--- src/rtl/mul_seq_ctrl_if.sv ---
// Request/response bundle between the EX stage and the multiply sequencer.
// The pipeline side uses modport master, the sequencer uses modport slave.
interface mul_seq_ctrl_if #(
    parameter int unsigned XLEN  = 32,
    parameter int unsigned TAG_W = 5
);
    logic             in_valid;
    logic             in_ready;
    logic [1:0]       in_op;
    logic [XLEN-1:0]  in_rs1_val;
    logic [XLEN-1:0]  in_rs2_val;
    logic [TAG_W-1:0] in_rd;
    logic             flush;
    logic             out_valid;
    logic             out_ready;
    logic [XLEN-1:0]  out_result;
    logic [TAG_W-1:0] out_rd;
    logic             busy;

    modport master (
        output in_valid, in_op, in_rs1_val, in_rs2_val, in_rd, flush, out_ready,
        input  in_ready, out_valid, out_result, out_rd, busy
    );

    modport slave (
        input  in_valid, in_op, in_rs1_val, in_rs2_val, in_rd, flush, out_ready,
        output in_ready, out_valid, out_result, out_rd, busy
    );
endinterface

--- src/rtl/mul_seq_ctrl.sv ---
// Radix-2 shift-add sequencer for MUL/MULH/MULHSU/MULHU on unsigned magnitudes.
// Optional macro MUL_EARLY_OUT_EN finishes as soon as the remaining multiplier is zero.
module mul_seq_ctrl #(
    parameter int unsigned XLEN  = 32,
    parameter int unsigned TAG_W = 5
) (
    input  logic          clk,
    input  logic          rst,
    mul_seq_ctrl_if.slave bus
);
    localparam int unsigned CNT_W = $clog2(XLEN);
    localparam int unsigned PW    = 2 * XLEN;

    localparam logic [1:0] OP_MUL    = 2'b00;
    localparam logic [1:0] OP_MULH   = 2'b01;
    localparam logic [1:0] OP_MULHSU = 2'b10;

    typedef enum logic [1:0] {
        S_IDLE = 2'd0,
        S_CALC = 2'd1,
        S_DONE = 2'd2
    } state_t;

    state_t           r_state;
    state_t           w_state_nxt;
    logic [PW-1:0]    r_mcand;
    logic [PW-1:0]    w_mcand_nxt;
    logic [PW-1:0]    r_acc;
    logic [PW-1:0]    w_acc_nxt;
    logic [XLEN-1:0]  r_mplier;
    logic [XLEN-1:0]  w_mplier_nxt;
    logic [CNT_W-1:0] r_cnt;
    logic [CNT_W-1:0] w_cnt_nxt;
    logic             r_neg;
    logic             w_neg_nxt;
    logic [1:0]       r_op;
    logic [1:0]       w_op_nxt;
    logic [XLEN-1:0]  r_out_result;
    logic [XLEN-1:0]  w_result_nxt;
    logic [TAG_W-1:0] r_out_rd;
    logic [TAG_W-1:0] w_rd_nxt;
    logic             r_out_valid;
    logic             r_busy;
    logic             r_in_ready;

    logic             w_sign1;
    logic             w_sign2;
    logic [XLEN-1:0]  w_mag1;
    logic [XLEN-1:0]  w_mag2;
    logic [PW-1:0]    w_acc_sum;
    logic [PW-1:0]    w_prod;
    logic [XLEN-1:0]  w_sel;
    logic             w_early;

    // rs1 is signed for MULH/MULHSU, rs2 only for MULH; MUL needs just the low half.
    assign w_sign1 = bus.in_rs1_val[XLEN-1] && ((bus.in_op == OP_MULH) || (bus.in_op == OP_MULHSU));
    assign w_sign2 = bus.in_rs2_val[XLEN-1] && (bus.in_op == OP_MULH);
    assign w_mag1  = w_sign1 ? XLEN'(-bus.in_rs1_val) : bus.in_rs1_val;
    assign w_mag2  = w_sign2 ? XLEN'(-bus.in_rs2_val) : bus.in_rs2_val;

    // Sum including this cycle's partial product; equals r_acc once the multiplier is exhausted.
    assign w_acc_sum = r_acc + (r_mplier[0] ? r_mcand : PW'(0));
    assign w_prod    = r_neg ? PW'(-w_acc_sum) : w_acc_sum;
    assign w_sel     = (r_op == OP_MUL) ? w_prod[XLEN-1:0] : w_prod[PW-1:XLEN];

`ifdef MUL_EARLY_OUT_EN
    assign w_early = (r_mplier == XLEN'(0));
`else
    assign w_early = 1'b0;
`endif

    always_ff @(posedge clk) begin
        if (rst) begin
            r_state      <= S_IDLE;
            r_mcand      <= '0;
            r_acc        <= '0;
            r_mplier     <= '0;
            r_cnt        <= '0;
            r_neg        <= 1'b0;
            r_op         <= '0;
            r_out_result <= '0;
            r_out_rd     <= '0;
            r_out_valid  <= 1'b0;
            r_busy       <= 1'b0;
            r_in_ready   <= 1'b1;
        end else begin
            r_state      <= w_state_nxt;
            r_mcand      <= w_mcand_nxt;
            r_acc        <= w_acc_nxt;
            r_mplier     <= w_mplier_nxt;
            r_cnt        <= w_cnt_nxt;
            r_neg        <= w_neg_nxt;
            r_op         <= w_op_nxt;
            r_out_result <= w_result_nxt;
            r_out_rd     <= w_rd_nxt;
            r_out_valid  <= (w_state_nxt == S_DONE);
            r_busy       <= (w_state_nxt != S_IDLE);
            r_in_ready   <= (w_state_nxt == S_IDLE);
        end
    end

    always_comb begin
        w_state_nxt  = r_state;
        w_mcand_nxt  = r_mcand;
        w_acc_nxt    = r_acc;
        w_mplier_nxt = r_mplier;
        w_cnt_nxt    = r_cnt;
        w_neg_nxt    = r_neg;
        w_op_nxt     = r_op;
        w_result_nxt = r_out_result;
        w_rd_nxt     = r_out_rd;

        unique case (r_state)
            S_IDLE: begin
                if (bus.in_valid && !bus.flush) begin
                    w_state_nxt  = S_CALC;
                    w_mcand_nxt  = {{XLEN{1'b0}}, w_mag1};
                    w_mplier_nxt = w_mag2;
                    w_acc_nxt    = '0;
                    w_cnt_nxt    = '0;
                    w_neg_nxt    = w_sign1 ^ w_sign2;
                    w_op_nxt     = bus.in_op;
                    w_rd_nxt     = bus.in_rd;
                end
            end
            S_CALC: begin
                if (w_early) begin
                    w_state_nxt  = S_DONE;
                    w_result_nxt = w_sel;
                end else begin
                    w_acc_nxt    = w_acc_sum;
                    w_mcand_nxt  = r_mcand << 1;
                    w_mplier_nxt = r_mplier >> 1;
                    w_cnt_nxt    = r_cnt + CNT_W'(1);
                    if (r_cnt == CNT_W'(XLEN - 1)) begin
                        w_state_nxt  = S_DONE;
                        w_result_nxt = w_sel;
                    end
                end
            end
            S_DONE: begin
                if (bus.out_ready) begin
                    w_state_nxt = S_IDLE;
                end
            end
            default: begin
                w_state_nxt = S_IDLE;
            end
        endcase

        // Abort wins over everything except reset; a pending result is dropped.
        if (bus.flush) begin
            w_state_nxt = S_IDLE;
        end
    end

    assign bus.in_ready   = r_in_ready;
    assign bus.out_valid  = r_out_valid;
    assign bus.out_result = r_out_result;
    assign bus.out_rd     = r_out_rd;
    assign bus.busy       = r_busy;
endmodule

--- src/flat_wrapper.sv ---
// flat-port wrapper written by rule: the top's interface ports become plain ports
module mul_seq_ctrl_flat 
#(
    parameter int unsigned XLEN  = 32,
    parameter int unsigned TAG_W = 5
)
  (clk, rst, bus_in_valid, bus_in_op, bus_in_rs1_val, bus_in_rs2_val, bus_in_rd, bus_flush, bus_out_ready, bus_in_ready, bus_out_valid, bus_out_result, bus_out_rd, bus_busy);
  mul_seq_ctrl_if #(.XLEN(XLEN), .TAG_W(TAG_W)) bus_i ();
  input  logic clk;
  input  logic rst;
  input wire logic [$bits(bus_i.in_valid)-1:0] bus_in_valid;
  input wire logic [$bits(bus_i.in_op)-1:0] bus_in_op;
  input wire logic [$bits(bus_i.in_rs1_val)-1:0] bus_in_rs1_val;
  input wire logic [$bits(bus_i.in_rs2_val)-1:0] bus_in_rs2_val;
  input wire logic [$bits(bus_i.in_rd)-1:0] bus_in_rd;
  input wire logic [$bits(bus_i.flush)-1:0] bus_flush;
  input wire logic [$bits(bus_i.out_ready)-1:0] bus_out_ready;
  output wire logic [$bits(bus_i.in_ready)-1:0] bus_in_ready;
  output wire logic [$bits(bus_i.out_valid)-1:0] bus_out_valid;
  output wire logic [$bits(bus_i.out_result)-1:0] bus_out_result;
  output wire logic [$bits(bus_i.out_rd)-1:0] bus_out_rd;
  output wire logic [$bits(bus_i.busy)-1:0] bus_busy;
  assign bus_i.in_valid = bus_in_valid;
  assign bus_i.in_op = bus_in_op;
  assign bus_i.in_rs1_val = bus_in_rs1_val;
  assign bus_i.in_rs2_val = bus_in_rs2_val;
  assign bus_i.in_rd = bus_in_rd;
  assign bus_i.flush = bus_flush;
  assign bus_i.out_ready = bus_out_ready;
  assign bus_in_ready = bus_i.in_ready;
  assign bus_out_valid = bus_i.out_valid;
  assign bus_out_result = bus_i.out_result;
  assign bus_out_rd = bus_i.out_rd;
  assign bus_busy = bus_i.busy;
  mul_seq_ctrl #(.XLEN(XLEN), .TAG_W(TAG_W)) u_core (.clk(clk), .rst(rst), .bus(bus_i));
endmodule
--- config.mk ---
export PLATFORM = sky130hd
export DESIGN_NAME = mul_seq_ctrl_flat
export DESIGN_NICKNAME = d
export VERILOG_FILES = /design/src/rtl/mul_seq_ctrl_if.sv /design/src/rtl/mul_seq_ctrl.sv /design/src/flat_wrapper.sv
export SDC_FILE = /design/constraint.sdc
export NUM_CORES = 1
export LEC_CHECK = 0
export CORE_MARGIN = 2
export CORE_UTILIZATION = 55
export DETAILED_ROUTE_END_ITERATION = 6
export PLACE_DENSITY_LB_ADDON = 0.05
export SLEW_MARGIN = 20
export SYNTH_ARGS = -nofsm -noshare
export SYNTH_HDL_FRONTEND = slang
export SYNTH_SLANG_ARGS = --single-unit
--- constraint.sdc ---
create_clock -name clk -period 4.8 [get_ports clk]
set_input_delay 0.72 -clock clk [delete_from_list [all_inputs] [get_ports clk]]
set_output_delay 0.72 -clock clk [all_outputs]
set_load 0.05 [all_outputs]
==> impl_metrics.ini <==
[critical_path]
critical_path_class = flop to flop
r2r-end = u_core.bus.out_result[22]$_SDFFE_PP0P_
worst_ep_required_time_ns = 5.20
end_kind = flop
r2r_setup_slack_ns = 0.09
path_max_fanout = 17
start_kind = flop
worstReg2RegStart = u_core.r_mplier[0]$_SDFFE_PP0P_
worst_ep_arrival_time_ns = 5.11
reg2regPathDepth = 18

[sta]
slew_headroom = 0.288
timing.fmax_mhz = 212
clock_skew_ns = 0.0188
setup_slack_ns = 0.0875
hold_violations = 0
setup_viol = 0
maxSlewViolCount = 0
worst_pin_slew_ns = 1.07
post-route-min-period_ns = 4.71
timing.final.crit_share = 0.982

[power]
switchingPower_mw = 1.30
power_switching_share = 0.286
p_int_mw = 3.25
p_leak_nw = 8.35
combPwrFrac = 0.158
vdd_drop_max_v = 0.000221
p_per_area_mw_per_mm2 = 214
p_seq_frac = 0.399
p_clk_frac = 0.443

[global_routing]
track_usage = 0.400
grt_pass1_vias = 18200
overflow = 0
antenna_found_initial = 1
grt_pass1_wl_um = 100000
grt_start_max_net_pins = 126

[yosys]
synth_cell_type_count = 94
syn_nets = 2508
avgSynthCellArea_sq_um = 7.06
yosysTopAreaCell = dfxtp_1
synth-seq-cells = 210
synth_top_area_share = 0.252
synth_edf_count = 0
synthCells = 2362
async_flop_share = 0
synth_area_sq_mm = 0.0167
synth_ff_type = dfxtp_1
synth-seq-area-share = 0.252
ys_top_cells_by_area = dfxtp_1 (25%), a21oi_1 (8.5%), nand2_1 (7.3%)
yosys_warnings = 0

[min_path]
whs_path_depth = 2
whs_endpoint = u_core.bus.out_rd[4]$_SDFFE_PP0P_
worstHoldStart = u_core.bus.out_rd[4]$_SDFFE_PP0P_
hp-class = flop to flop

[clock_network]
cts_tree = done
clkTransAtPathRegs_ns = 0.06
cts_hold_buffers = 0
cts_root_buf = clkbuf_16
clk_path_buf_depth = 3
cts_sinks = 210
cts_buffers = 26
h-tree-depth = 1
clk_latency_ns = 0.56

[placement]
place.gp.congestion = 1.08
place_area_sq_mm = 0.0199
pre_cts_slack_ns = -0.283
dp_hpwl_um = 49300
io_buffers = 115

[die]
fp.dieW_um = 178
io_pins = 116
initial_core_util = 0.561
rows = 63
fp.dieH_um = 178
die-area_sq_mm = 0.0317
core_sq_mm = 0.0297

[finish]
layout_common_cells = nand2_1 (319), buf_4 (289), a21oi_1 (268), nor2_1 (223), dfxtp_1 (209)
nets = 2788
layout-drive-gt1-share = 0.178
final_area_sq_mm = 0.0213
final_core_util = 0.715
synthToLayoutAreaGrowth_pct = 27.5
diodes = 0
final_common_cell = nand2_1

[drt]
drtAntennaViolNets = 0
vias_per_cell = 6.57
vias = 20100
first_iter_violations = 2317
drc = 0
drt_first_pass_iters = 6
drt_wl_total_um = 65200
wl_per_cell_um = 21.4

[outcome]
run_status = finished, final reports clean

[job]
cap_violations = 0
==> sequential cells by signal, summed over array words and instances, names as in the netlist <==
register	flops
u_core.bus.busy	1
u_core.bus.in_ready	1
u_core.bus.out_rd	5
u_core.bus.out_result	32
u_core.bus.out_valid	1
u_core.r_acc	64
u_core.r_cnt	5
u_core.r_mcand	64
u_core.r_mplier	32
u_core.r_neg	1
u_core.r_op	2
u_core.r_state	2
==> metrics by stage <==
step,instances,hold WS [ns],power [mW],setup TNS [ns]
floorplan,2362,0.432,2.25,0
global placement,2999,0.442,2.52,-1.19
detailed placement,2999,0.449,2.53,-1.59
CTS,3047,0.461,4.53,0
global route,3052,0.486,4.68,-0.197
finish,3052,0.460,4.55,0
==> cells in the mapped netlist (58+ instances only) <==
cell type,number
a21oi_1,283
a22oi_1,66
and2_1,79
clkbuf_1,129
dfxtp_1,210
ha_1,69
nand2_1,323
nand3_1,111
nor2_1,230
nor3_1,58
o21ai_0,115
xnor2_1,63
xor2_1,59
==> critical path: stages (launching register included) <==
cell      delay [ns]
dfxtp_2         0.33
buf_12          0.15
buf_4           0.15
and2_1          0.16
ha_1            0.42
buf_4           0.15
nand2_1         0.11
o21ai_2         0.27
buf_4           0.19
nand2_1         0.12
a21boi_0        0.22
a211oi_1        0.11
a21o_1          0.21
or4b_4          0.53
or2_1           0.29
or4_4           0.47
o311a_2         0.36
o31ai_2         0.21
a211oi_1        0.09
==> layout make-up <==
cell class,instances,area (sq um)
multi-input combinational,1967,12200
clock buffer,34,691
tap,390,488
inverter,29,109
sequential,210,4210
timing repair buffer,408,3380
clock inverter,14,175
fill,2435,8460
==> what timing repair did <==
item | in CTS | in global routing
setup endpoints to repair | 15 | 25
gates resized for setup | 23 | 85
buffers inserted | 0 | 5
pin swaps | 2 | 11
==> routing by layer <==
layer  track usage  share of wire  vias up  routed length, um
met3        0.0580          0.094      190               6100
met5             0              0        -                  0
li1              -              -     9236                  -
met2         0.658           0.45     1111              29700
met4         0.149          0.042        0               2760
met1         0.531           0.41     9522              26700
==> power by group through the flow <==
stage | Clock [mW] | Sequential, mW | Combinational (mW)
6_report | 2.01 | 1.81 | 0.719
5_1_grt | 2.09 | 1.82 | 0.775
4_1_cts | 2.02 | 1.81 | 0.695
3_5_place_dp | 0 | 1.85 | 0.686
3_3_place_gp | 0 | 1.85 | 0.669
2_1_floorplan | 0 | 1.84 | 0.407
==> cells by family after synthesis <==
family                     after synthesis  synth area share
muxes                                    8           0.00510
AOI/OAI and AO/OA                      769             0.296
DFF                                    210             0.252
and+or+nand+nor                        998             0.286
adders and majority gates               70            0.0530
xor gates and xnor gates               122            0.0641
buffers and inverters                  185            0.0443
==> worst max path at each step <==
stage	to	cells after the start	start
2_1_floorplan	u_core.bus.out_result[30]$_SDFFE_PP0P_	16	u_core.r_mplier[0]$_SDFFE_PP0P_
6_report	u_core.bus.out_result[22]$_SDFFE_PP0P_	18	u_core.r_mplier[0]$_SDFFE_PP0P_
3_3_place_gp	u_core.bus.out_result[22]$_SDFFE_PP0P_	17	u_core.r_mplier[0]$_SDFFE_PP0P_
4_1_cts	u_core.bus.out_result[22]$_SDFFE_PP0P_	18	u_core.r_mplier[0]$_SDFFE_PP0P_
5_1_grt	u_core.bus.out_result[22]$_SDFFE_PP0P_	18	u_core.r_mplier[0]$_SDFFE_PP0P_
3_5_place_dp	u_core.bus.out_result[22]$_SDFFE_PP0P_	17	u_core.r_mplier[0]$_SDFFE_PP0P_
Power figures use the tool's default switching activity.
